`src/rtl/dna_port_responder.sv`:
```
// Device side of the serial DNA interface: a loadable 57-bit ID shifted out MSB-first,
// with a shift counter, end-of-frame pulse and sticky protocol-misuse flags.
module dna_port_responder #(
   parameter int unsigned             DNA_WIDTH = 57,
   parameter logic [DNA_WIDTH-1:0]    DNA_INIT  = 57'h1_2345_6789_ABCD_EF,
   parameter int unsigned             CNT_W     = 8
) (
   input  logic                 sys_clk,
   input  logic                 sys_rst,
   input  logic [DNA_WIDTH-1:0] cfg_dna,
   input  logic                 cfg_load,
   output logic                 cfg_ready,
   input  logic                 read,
   input  logic                 shift,
   input  logic                 din,
   output logic                 dout,
   output logic [CNT_W-1:0]     bits_shifted,
   output logic                 frame_done,
   output logic                 err_no_load,
   output logic                 err_overshift,
   output logic                 err_read_mid,
   input  logic                 err_clr
);

   typedef enum logic [1:0] {StIdle, StLoaded, StShifting, StExhausted} state_e;

   localparam logic [CNT_W-1:0] CntMax  = '1;
   localparam logic [CNT_W-1:0] LastCnt = CNT_W'(DNA_WIDTH);

   state_e               state_q, state_d;
   logic [DNA_WIDTH-1:0] sreg_q, sreg_d;
   logic [DNA_WIDTH-1:0] id_q, id_d;
   logic [CNT_W-1:0]     cnt_q, cnt_d;
   logic                 frame_done_q, frame_done_d;
   // [0] no_load, [1] overshift, [2] read_mid
   logic [2:0]           err_q, err_d;
   logic [2:0]           err_set;

   always_ff @(posedge sys_clk or posedge sys_rst) begin
      if (sys_rst) begin
         state_q      <= StIdle;
         sreg_q       <= '0;
         id_q         <= DNA_INIT;
         cnt_q        <= '0;
         frame_done_q <= 1'b0;
         err_q        <= '0;
      end else begin
         state_q      <= state_d;
         sreg_q       <= sreg_d;
         id_q         <= id_d;
         cnt_q        <= cnt_d;
         frame_done_q <= frame_done_d;
         err_q        <= err_d;
      end
   end

   always_comb begin
      state_d      = state_q;
      sreg_d       = sreg_q;
      id_d         = id_q;
      cnt_d        = cnt_q;
      frame_done_d = 1'b0;
      err_set      = '0;

      // The shift register only ever sees the stored ID registered before this edge.
      if (cfg_load && cfg_ready) begin
         id_d = cfg_dna;
      end

      if (read) begin
         sreg_d     = id_q;
         cnt_d      = '0;
         state_d    = StLoaded;
         err_set[2] = (state_q == StShifting);
      end else if (shift) begin
         sreg_d = {sreg_q[DNA_WIDTH-2:0], din};
         if (cnt_q != CntMax) begin
            cnt_d = cnt_q + 1'b1;
         end
         unique case (state_q)
            StIdle: err_set[0] = 1'b1;
            StLoaded, StShifting: begin
               if (cnt_d == LastCnt) begin
                  state_d      = StExhausted;
                  frame_done_d = 1'b1;
               end else begin
                  state_d = StShifting;
               end
            end
            StExhausted: err_set[1] = 1'b1;
            default: state_d = StIdle;
         endcase
      end

      err_d = (err_q & ~{3{err_clr}}) | err_set;
   end

   always_comb begin
      cfg_ready     = (state_q != StShifting);
      dout          = sreg_q[DNA_WIDTH-1];
      bits_shifted  = cnt_q;
      frame_done    = frame_done_q;
      err_no_load   = err_q[0];
      err_overshift = err_q[1];
      err_read_mid  = err_q[2];
   end

endmodule

```
`config.mk`:
```
export PLATFORM = sky130hd
export DESIGN_NAME = dna_port_responder
export DESIGN_NICKNAME = d
export VERILOG_FILES = /design/src/rtl/dna_port_responder.sv
export SDC_FILE = /design/constraint.sdc
export NUM_CORES = 1
export LEC_CHECK = 0
export CAP_MARGIN = 20
export CORE_ASPECT_RATIO = 0.75
export CORE_MARGIN = 2
export CORE_UTILIZATION = 59
export CTS_CLUSTER_SIZE = 8
export DETAILED_ROUTE_END_ITERATION = 12
export PLACE_DENSITY = 0.86
export SLEW_MARGIN = 0
export SYNTH_ARGS = -nofsm -noshare
export SYNTH_HDL_FRONTEND = slang
export SYNTH_SLANG_ARGS = --single-unit
```
`constraint.sdc`:
```
create_clock -name sys_clk -period 9.95 [get_ports sys_clk]
set_clock_uncertainty 0.2 [all_clocks]
set_input_delay 1.99 -clock sys_clk [delete_from_list [all_inputs] [get_ports sys_clk]]
set_output_delay 1.99 -clock sys_clk [all_outputs]
set_load 0.01 [all_outputs]
```
==> flow_summary.toml, run 1 <==
[status]
outcome = "complete, no violations"

[timing]
relSlewSlack_pct = 30.82
worst_pin_slew_ns = 1.038
period_needed_ns = 3.906
fin_hold_ws_ns = 0.2791
finalSetupViolations = 0
fin_crit_sh_pct = 39.26
report.final.slew_viol_count = 0
timing.fmax_ghz = 0.2560
grt_setup_unrepaired = "no"
setup_ws_ns = 6.044
timing.final.hold_violations = 0
timing.setup.tns_ns = 0

[floorplan]
initial_utilization_pct = 61.12
dieArea_mm2 = 0.01025
die_h_um = 88.19
rows = 30
die_w_um = 116.3
core_area_mm2 = 0.009121
ios = 78

[hold_path]
hold_start = "id_q[9]"
holdPathEnd = "sreg_q[9]"
hold_path.class = "reg2reg"
holdPathStages = 2

[logic_synthesis]
async_reset_ff_share_pct = 100.0
synth-seq-area-share_pct = 58.17
syn_nets = 528
syn_area_per_cell_um2 = 12.15
syn_inst = 459
synth-main-ff-cell = "dfrtp_1"
synth_seq_cells = 128
ys_warn_count = 0
synth_edf_count = 0
synth.distinct_cells = 38
synthesis.area_mm2 = 0.005575

[setup_path]
reg2reg_depth = 5
ff2ff_setup_slack_ns = 7.75
cpMostUsedCell = "inv_1"
timing.critical_path.arrival_ns = 1.72
slowest_stage = "clkdlybuf4s50_1"
crit_chain = "inv_1, ha_1, inv_1, clkdlybuf4s50_1"
r2r-end = "id_q[13]"
critPathCaptureType = "output port"
crit_buf_inv = 3
crit_path_start = "state_q[0]"
max_stage_delay_ns = 0.53
required_ns = 7.76
critPathKind = "reg2out"
start_kind = "flip-flop"
critical_path.top_delay_family = "buffers and inverters"
crit_path_max_fanout = 3
reg2reg_from = "state_q[0]"

[final_layout]
design_area_mm2 = 0.006944
final_common_cell = "dfrtp_1"
diodes = 0
final_util_pct = 76.13
fin_cells = 667
multi_input_area_mm2 = 0.002145
drive_above_1_share_pct = 23.19
seqCellArea_mm2 = 0.003243
num-fill-cells = 564
nets = 595
area_growth_pct = 24.55
mostFrequentLayoutCells = "dfrtp_1, clkdlybuf4s50_1, nand2_1"

[power_and_ir_drop]
power_mw = 1.376
intPower_mw = 1.054
cellLeakagePower_nw = 3.045
ir_drop_mv = 0.1509
p_clk_share_pct = 41.6
pwr-share-seq_pct = 46.7
switching_power_uw = 321.9
p_per_area_mw_per_mm2 = 198.2
p_sw_share_pct = 23.39
p_comb_share_pct = 11.7

[cts]
cts_hold_buf = 0
clk_pin_slew_ns = 0.05
clkSinkCount = 128
clk_latency_ns = 0.41
root_buffer = "clkbuf_16"
htree_levels = 4
post-cts-setup-buffers = 0
cts_tree = "done"
cts_buffers = 17
post_cts_resized = 0
cts.path.max_buffers = 2

[placed_design]
dp_slack_ns = 5.862
place_area_mm2 = 0.006369
dp_hpwl_mm = 6.075
place_congestion = 0.8398
placed_cells_incl_taps = 634
portBuffers = 77

[route]
drt_wl_total_mm = 10.33
routedWlPerCell_um = 15.48
viasPerCell = 5.435
ant_nets = 0
drtPass1Iterations = 4
drc = 0
via_count = 3625
drt_iter0_drc = 216

[global_route]
overflow = 0
grt_pass1_vias = 3666
grt_max_degree = 128
antenna_found_initial = 0
grt_first_pass_wirelength_mm = 17.08
grt_util_all_layers_pct = 21.87

[job]
max-cap-violations = 0
[area by class of cell]
class / instances / area share [%]
inverter: 10 / 0.5766
sequential: 128 / 46.70
tap: 128 / 2.306
clock inverter: 6 / 0.8468
timing repair buffer: 80 / 11.64
clock buffer: 26 / 7.045
multi-input combinational: 289 / 30.88
[cells in the mapped netlist, drive strengths merged, types with 2 or more instances]
master,count,area [um^2]
a21oi,2,10.01
a31oi,3,18.77
and3,3,20.02
buf,19,108.9
clkbuf,13,48.80
dfrtp,96,2402
dfstp,32,840.8
ha,5,62.56
inv,10,37.54
mux2,57,641.9
mux2i,58,580.6
nand2,63,236.5
nand3,5,25.02
nor2,4,15.01
nor2b,3,18.77
nor3,5,25.02
nor3b,2,15.01
o211ai,3,22.52
o21ai,60,300.3
xnor2,2,17.52
[state kept, by name, indices dropped and copies added, names as in the netlist]
name          flops
state_q           2
bits_shifted      8
sreg_q           57
err_q             3
id_q             57
frame_done        1
[cell families (layout without fill, tap and decap cells)]
family          after synthesis  after routing  synth area share (%)
compound gates               76             76                 7.742
xor+xnor                      3              3                0.4714
fa+ha+maj                     5              5                 1.122
buf+inv                      42            122                 3.501
flops                       128            128                 58.17
mux                         115            115                 21.93
simple gates                 90             90                 7.069
[power by group through the flow]
stage	Combinational [mW]	Sequential, mW	Clock (mW)
after detailed placement	0.161	0.649	0
after global routing	0.181	0.651	0.606
after CTS	0.163	0.642	0.579
after global placement	0.153	0.645	0
final	0.162	0.642	0.572
after floorplan	0.110	0.638	0
[how the worst max path moves through the flow]
stage / end / depth (start not counted)
floorplan: bits_shifted[0] / 1
global placement: id_q[26] / 3
detailed placement: id_q[25] / 3
CTS: cfg_ready / 4
global route: cfg_ready / 4
finish: cfg_ready / 4
[layer usage]
metal  track usage (%)  part of all wire, %
met3             5.606                  4.2
met1             28.31                   45
met5                 0                    0
met2             35.36                   50
met4             9.632                  1.6
[worst min-delay path: stages (launching register included)]
cell and delay (ns):
dfrtp_1 0.34, nand2_1 0.05, o21ai_0 0.05
(Power assumes the default switching activity.)
==> inputs of run 2 (changes only) <==
- CORE_UTILIZATION: 59 -> 54
- PLACE_DENSITY: 0.86 -> 0.8
- clock period: 9.95 -> 3.9 ns (I/O delays scaled with it)
==> run 2 against run 1 <==
  * Hold slack gained 0.010 ns
  * Via count shrank 0.66%
  * Utilization shrank 6.6 points
  * Worst setup slack lost 4.9 ns
  * Die area grew 8.9%
  * Critical endpoint unchanged
==> flow_summary.toml, run 2 (same netlist as run 1, synthesis figures left out) <==
[status]
outcome = "complete, no violations"

[timing]
timing.setup.tns_ns = 0
period_needed_ns = 2.736
fin_crit_sh_pct = 70.15
report.final.slew_viol_count = 0
relSlewSlack_pct = 54.80
timing.fmax_ghz = 0.3655
timing.final.hold_violations = 0
worst_pin_slew_ns = 0.6766
finalSetupViolations = 0
grt_setup_unrepaired = "no"

[setup_path]
critPathCaptureType = "output port"
start_kind = "flip-flop"
required_ns = 2.92
crit_path_max_fanout = 3
critPathKind = "reg2out"
ff2ff_setup_slack_ns = 1.90
timing.critical_path.arrival_ns = 1.76

[cts]
cts.path.max_buffers = 2
cts_tree = "done"
clk_latency_ns = 0.41
post_cts_resized = 0
cts_hold_buf = 0
clkSinkCount = 128
htree_levels = 4
clk_pin_slew_ns = 0.06
post-cts-setup-buffers = 0
root_buffer = "clkbuf_16"
cts_buffers = 17

[final_layout]
area_growth_pct = 26.75
final_common_cell = "dfrtp_1"
nets = 599
num-fill-cells = 732
mostFrequentLayoutCells = "dfrtp_1, clkdlybuf4s50_1, nand2_1"
multi_input_area_mm2 = 0.002145
seqCellArea_mm2 = 0.003243
fin_cells = 679
diodes = 0
drive_above_1_share_pct = 24.68

[placed_design]
portBuffers = 77
place_congestion = 0.7576
placed_cells_incl_taps = 646
dp_hpwl_mm = 6.671

[power_and_ir_drop]
cellLeakagePower_nw = 3.090
pwr-share-seq_pct = 44.6
intPower_mw = 2.838
p_sw_share_pct = 22.85
ir_drop_mv = 0.3176
p_per_area_mw_per_mm2 = 520.5
p_clk_share_pct = 44.1
p_comb_share_pct = 11.3
switching_power_uw = 840.6

[global_route]
grt_max_degree = 128
grt_first_pass_wirelength_mm = 17.69
grt_util_all_layers_pct = 20.29
antenna_found_initial = 0
grt_pass1_vias = 3743
overflow = 0

[floorplan]
rows = 32
initial_utilization_pct = 54.82
core_area_mm2 = 0.01017
ios = 78
dieArea_mm2 = 0.01116
die_h_um = 92.00
die_w_um = 121.3

[route]
viasPerCell = 5.303
drtPass1Iterations = 4
routedWlPerCell_um = 15.59
drc = 0
drt_iter0_drc = 265
drt_wl_total_mm = 10.58
ant_nets = 0
via_count = 3601

[job]
max-cap-violations = 0

[hold_path]
hold_path.class = "reg2reg"
==> run 2: layer usage <==
layer  routed length (um)  track usage (%)  up-vias
met4                  150            8.429        0
met1                 4834            26.33     1789
met3                  343            4.602       13
met2                 5256            33.10       58
met5                    0                0        -
li1                     -                -     1741
==> run 2: power by group through the flow <==
stage	Clock [mW]	Sequential, mW	Combinational, mW
final	1.62	1.64	0.417
after CTS	1.65	1.64	0.420
after detailed placement	0	1.66	0.417
after floorplan	0	1.63	0.282
after global routing	1.72	1.66	0.466
after global placement	0	1.65	0.397
==> run 2: path summary, 6_finish.rpt <==
check / from / to / depth (start not counted)
max reg2reg: bits_shifted[1] / bits_shifted[1] / 5
max: state_q[0] / cfg_ready / 4
min reg2reg: id_q[41] / sreg_q[41] / 2
min: id_q[41] / sreg_q[41] / 2
max in group asynchronous: sys_rst / id_q[0] / 3
min in group asynchronous: sys_rst / sreg_q[6] / 2
==> run 2: layout make-up <==
cell class,instances,share of cell area (%)
clock inverters,10,1.877
clock buffers,22,6.852
inverters,10,0.5843
repair buffers,84,12.04
multi-input cells,289,30.35
well taps,136,2.408
flip-flops and latches,128,45.89
==> run 2: critical path, stage by stage (launching register included) <==
cell	delay [ns]
dfrtp_1	0.37
inv_1	0.07
ha_1	0.28
inv_1	0.09
clkdlybuf4s50_1	0.53
==> run 2: stage by stage <==
stage                     cell area [um^2]  hold WS (ns)  util [%]  total power [mW]  worst slack (ns)
after floorplan                       5579        0.2460         -             1.909             1.365
after global placement                6422        0.2635     63.15             2.045             1.426
after detailed placement              6422        0.2723     63.15             2.075             1.366
after CTS                             7039        0.2886     69.22             3.707             1.137
after global routing                  7067        0.3107     69.49             3.847             1.097
final                                 7067        0.2892     69.49             3.678             1.164
==> inputs of run 3 (changes only) <==
- clock period: 3.9 -> 2.7 ns (I/O delays scaled with it)
==> run 3 against run 2 <==
  * Cell count is 0.15% higher
  * Die area stayed put
  * Worst setup slack worse by 0.99 ns
  * Power is 53% higher
  * Register-to-register slack worse by 1.2 ns
  * Count of clock-buffer cells in the layout stayed put
  * Design area is 1.3% higher
  * Sequential power is 45% higher
==> flow_summary.toml, run 3 (same netlist as run 1, synthesis figures left out) <==
[power_and_ir_drop]
ir_drop_mv = 0.4630
intPower_mw = 4.407
cellLeakagePower_nw = 3.140
p_clk_share_pct = 47.3
p_comb_share_pct = 10.7
p_per_area_mw_per_mm2 = 786.3
pwr-share-seq_pct = 42.0
switching_power_mw = 1.222
p_sw_share_pct = 21.71

[status]
outcome = "complete, no violations"

[global_route]
grt_first_pass_wirelength_mm = 17.53
grt_pass1_vias = 3634
antenna_found_initial = 0
overflow = 0
grt_util_all_layers_pct = 20.46
grt_max_degree = 104

[route]
routedWlPerCell_um = 15.36
drtPass1Iterations = 4
viasPerCell = 5.276
via_count = 3588
drc = 0
drt_iter0_drc = 230
ant_nets = 0
drt_wl_total_mm = 10.44

[cts]
cts_buffers = 17
cts_tree = "done"
cts_hold_buf = 0
clkSinkCount = 128
clk_latency_ns = 0.41
post_cts_resized = 0
htree_levels = 4
root_buffer = "clkbuf_16"
clk_pin_slew_ns = 0.06
post-cts-setup-buffers = 0
cts.path.max_buffers = 2

[final_layout]
num-fill-cells = 749
nets = 600
mostFrequentLayoutCells = "dfrtp_1, clkdlybuf4s50_1, nand2_1"
final_common_cell = "dfrtp_1"
area_growth_pct = 28.41
diodes = 0
fin_cells = 680
drive_above_1_share_pct = 25.00

[setup_path]
required_ns = 1.96
start_kind = "flip-flop"
max_stage_delay_ns = 0.53
reg2reg_from = "state_q[0]"
critical_path.top_delay_family = "buffers and inverters"
crit_path_max_fanout = 3
timing.critical_path.arrival_ns = 1.79
crit_chain = "inv_1, ha_1, inv_1, clkdlybuf4s50_1"
critPathKind = "reg2out"
reg2reg_depth = 5
r2r-end = "id_q[30]"
slowest_stage = "clkdlybuf4s50_1"
cpMostUsedCell = "inv_1"
cp.depth = 4
ff2ff_setup_slack_ns = 0.69
crit_buf_inv = 3
critPathCaptureType = "output port"

[hold_path]
hold_path.class = "in2async"

[floorplan]
ios = 78
die_h_um = 92.00
core_area_mm2 = 0.01017
initial_utilization_pct = 54.82
rows = 32
dieArea_mm2 = 0.01116
die_w_um = 121.3

[timing]
relSlewSlack_pct = 61.81
report.final.slew_viol_count = 0
period_needed_ns = 2.528
worst_pin_slew_ns = 0.5729
timing.setup.tns_ns = 0
finalSetupViolations = 0
fin_crit_sh_pct = 93.64
timing.fmax_ghz = 0.3955
grt_setup_unrepaired = "no"
timing.final.hold_violations = 0

[job]
max-cap-violations = 0

[placed_design]
portBuffers = 77
place_congestion = 0.7843
dp_hpwl_mm = 6.499
placed_cells_incl_taps = 648
[run 3: cell types whose count changed in the layout (fill, tap and decap cells not counted)]
| cell | previous run | this run |
|---|---|---|
| clkinv_2 | 4 | 3 |
| clkbuf_8 | 4 | 5 |
| buf_12 | 1 | 3 |
| clkbuf_1 | 1 | 0 |
| bufinv_16 | 3 | 6 |
| buf_16 | 1 | 0 |
| clkinvlp_4 | 4 | 2 |
[run 3: how the worst max path moves through the flow]
| stage | to | slack [ns] | startpoint |
|---|---|---|---|
| 2_1_floorplan | bits_shifted[0] | 0.40 | sys_rst |
| 3_3_place_gp | id_q[30] | 0.45 | cfg_load |
| 3_5_place_dp | id_q[36] | 0.43 | cfg_load |
| 4_1_cts | cfg_ready | 0.15 | state_q[0] |
| 5_1_grt | cfg_ready | 0.09 | state_q[0] |
| 6_report | cfg_ready | 0.17 | state_q[0] |
[run 3: through the flow]
stage	setup WS, ns	utilization, %	power (mW)	hold WS, ns	instance area (um^2)
after global placement	0.4540	63.55	2.957	0.2612	6462
after floorplan	0.4049	-	2.757	0.2460	5579
final	0.1718	70.40	5.630	0.1648	7159
after CTS	0.1546	70.40	5.687	0.1549	7159
after global routing	0.08675	70.40	5.870	0.1581	7159
after detailed placement	0.4266	63.55	2.994	0.2652	6462
[run 3: layer usage]
metal | routed length, um | track usage (%)
met4 | 237 | 10.15
met5 | 0 | 0
met3 | 382 | 4.415
met1 | 4538 | 25.30
met2 | 5284 | 34.13
[run 3: final cells by class]
type,instances,area (um^2),share of cell area (%)
clock buffer,22,494.2,6.903
clock inverter,10,202.7,2.831
inverter,10,41.29,0.5767
multi-input combinational,289,2145,29.95
sequential,128,3243,45.30
tap,136,170.2,2.377
timing repair buffer,85,863.3,12.06
[run 3: power by group through the flow]
stage | logic [mW] | clock network (mW) | registers (mW)
4_1_cts | 0.613 | 2.71 | 2.37
2_1_floorplan | 0.407 | 0 | 2.35
3_5_place_dp | 0.604 | 0 | 2.39
5_1_grt | 0.671 | 2.80 | 2.40
3_3_place_gp | 0.578 | 0 | 2.38
6_report | 0.601 | 2.66 | 2.37
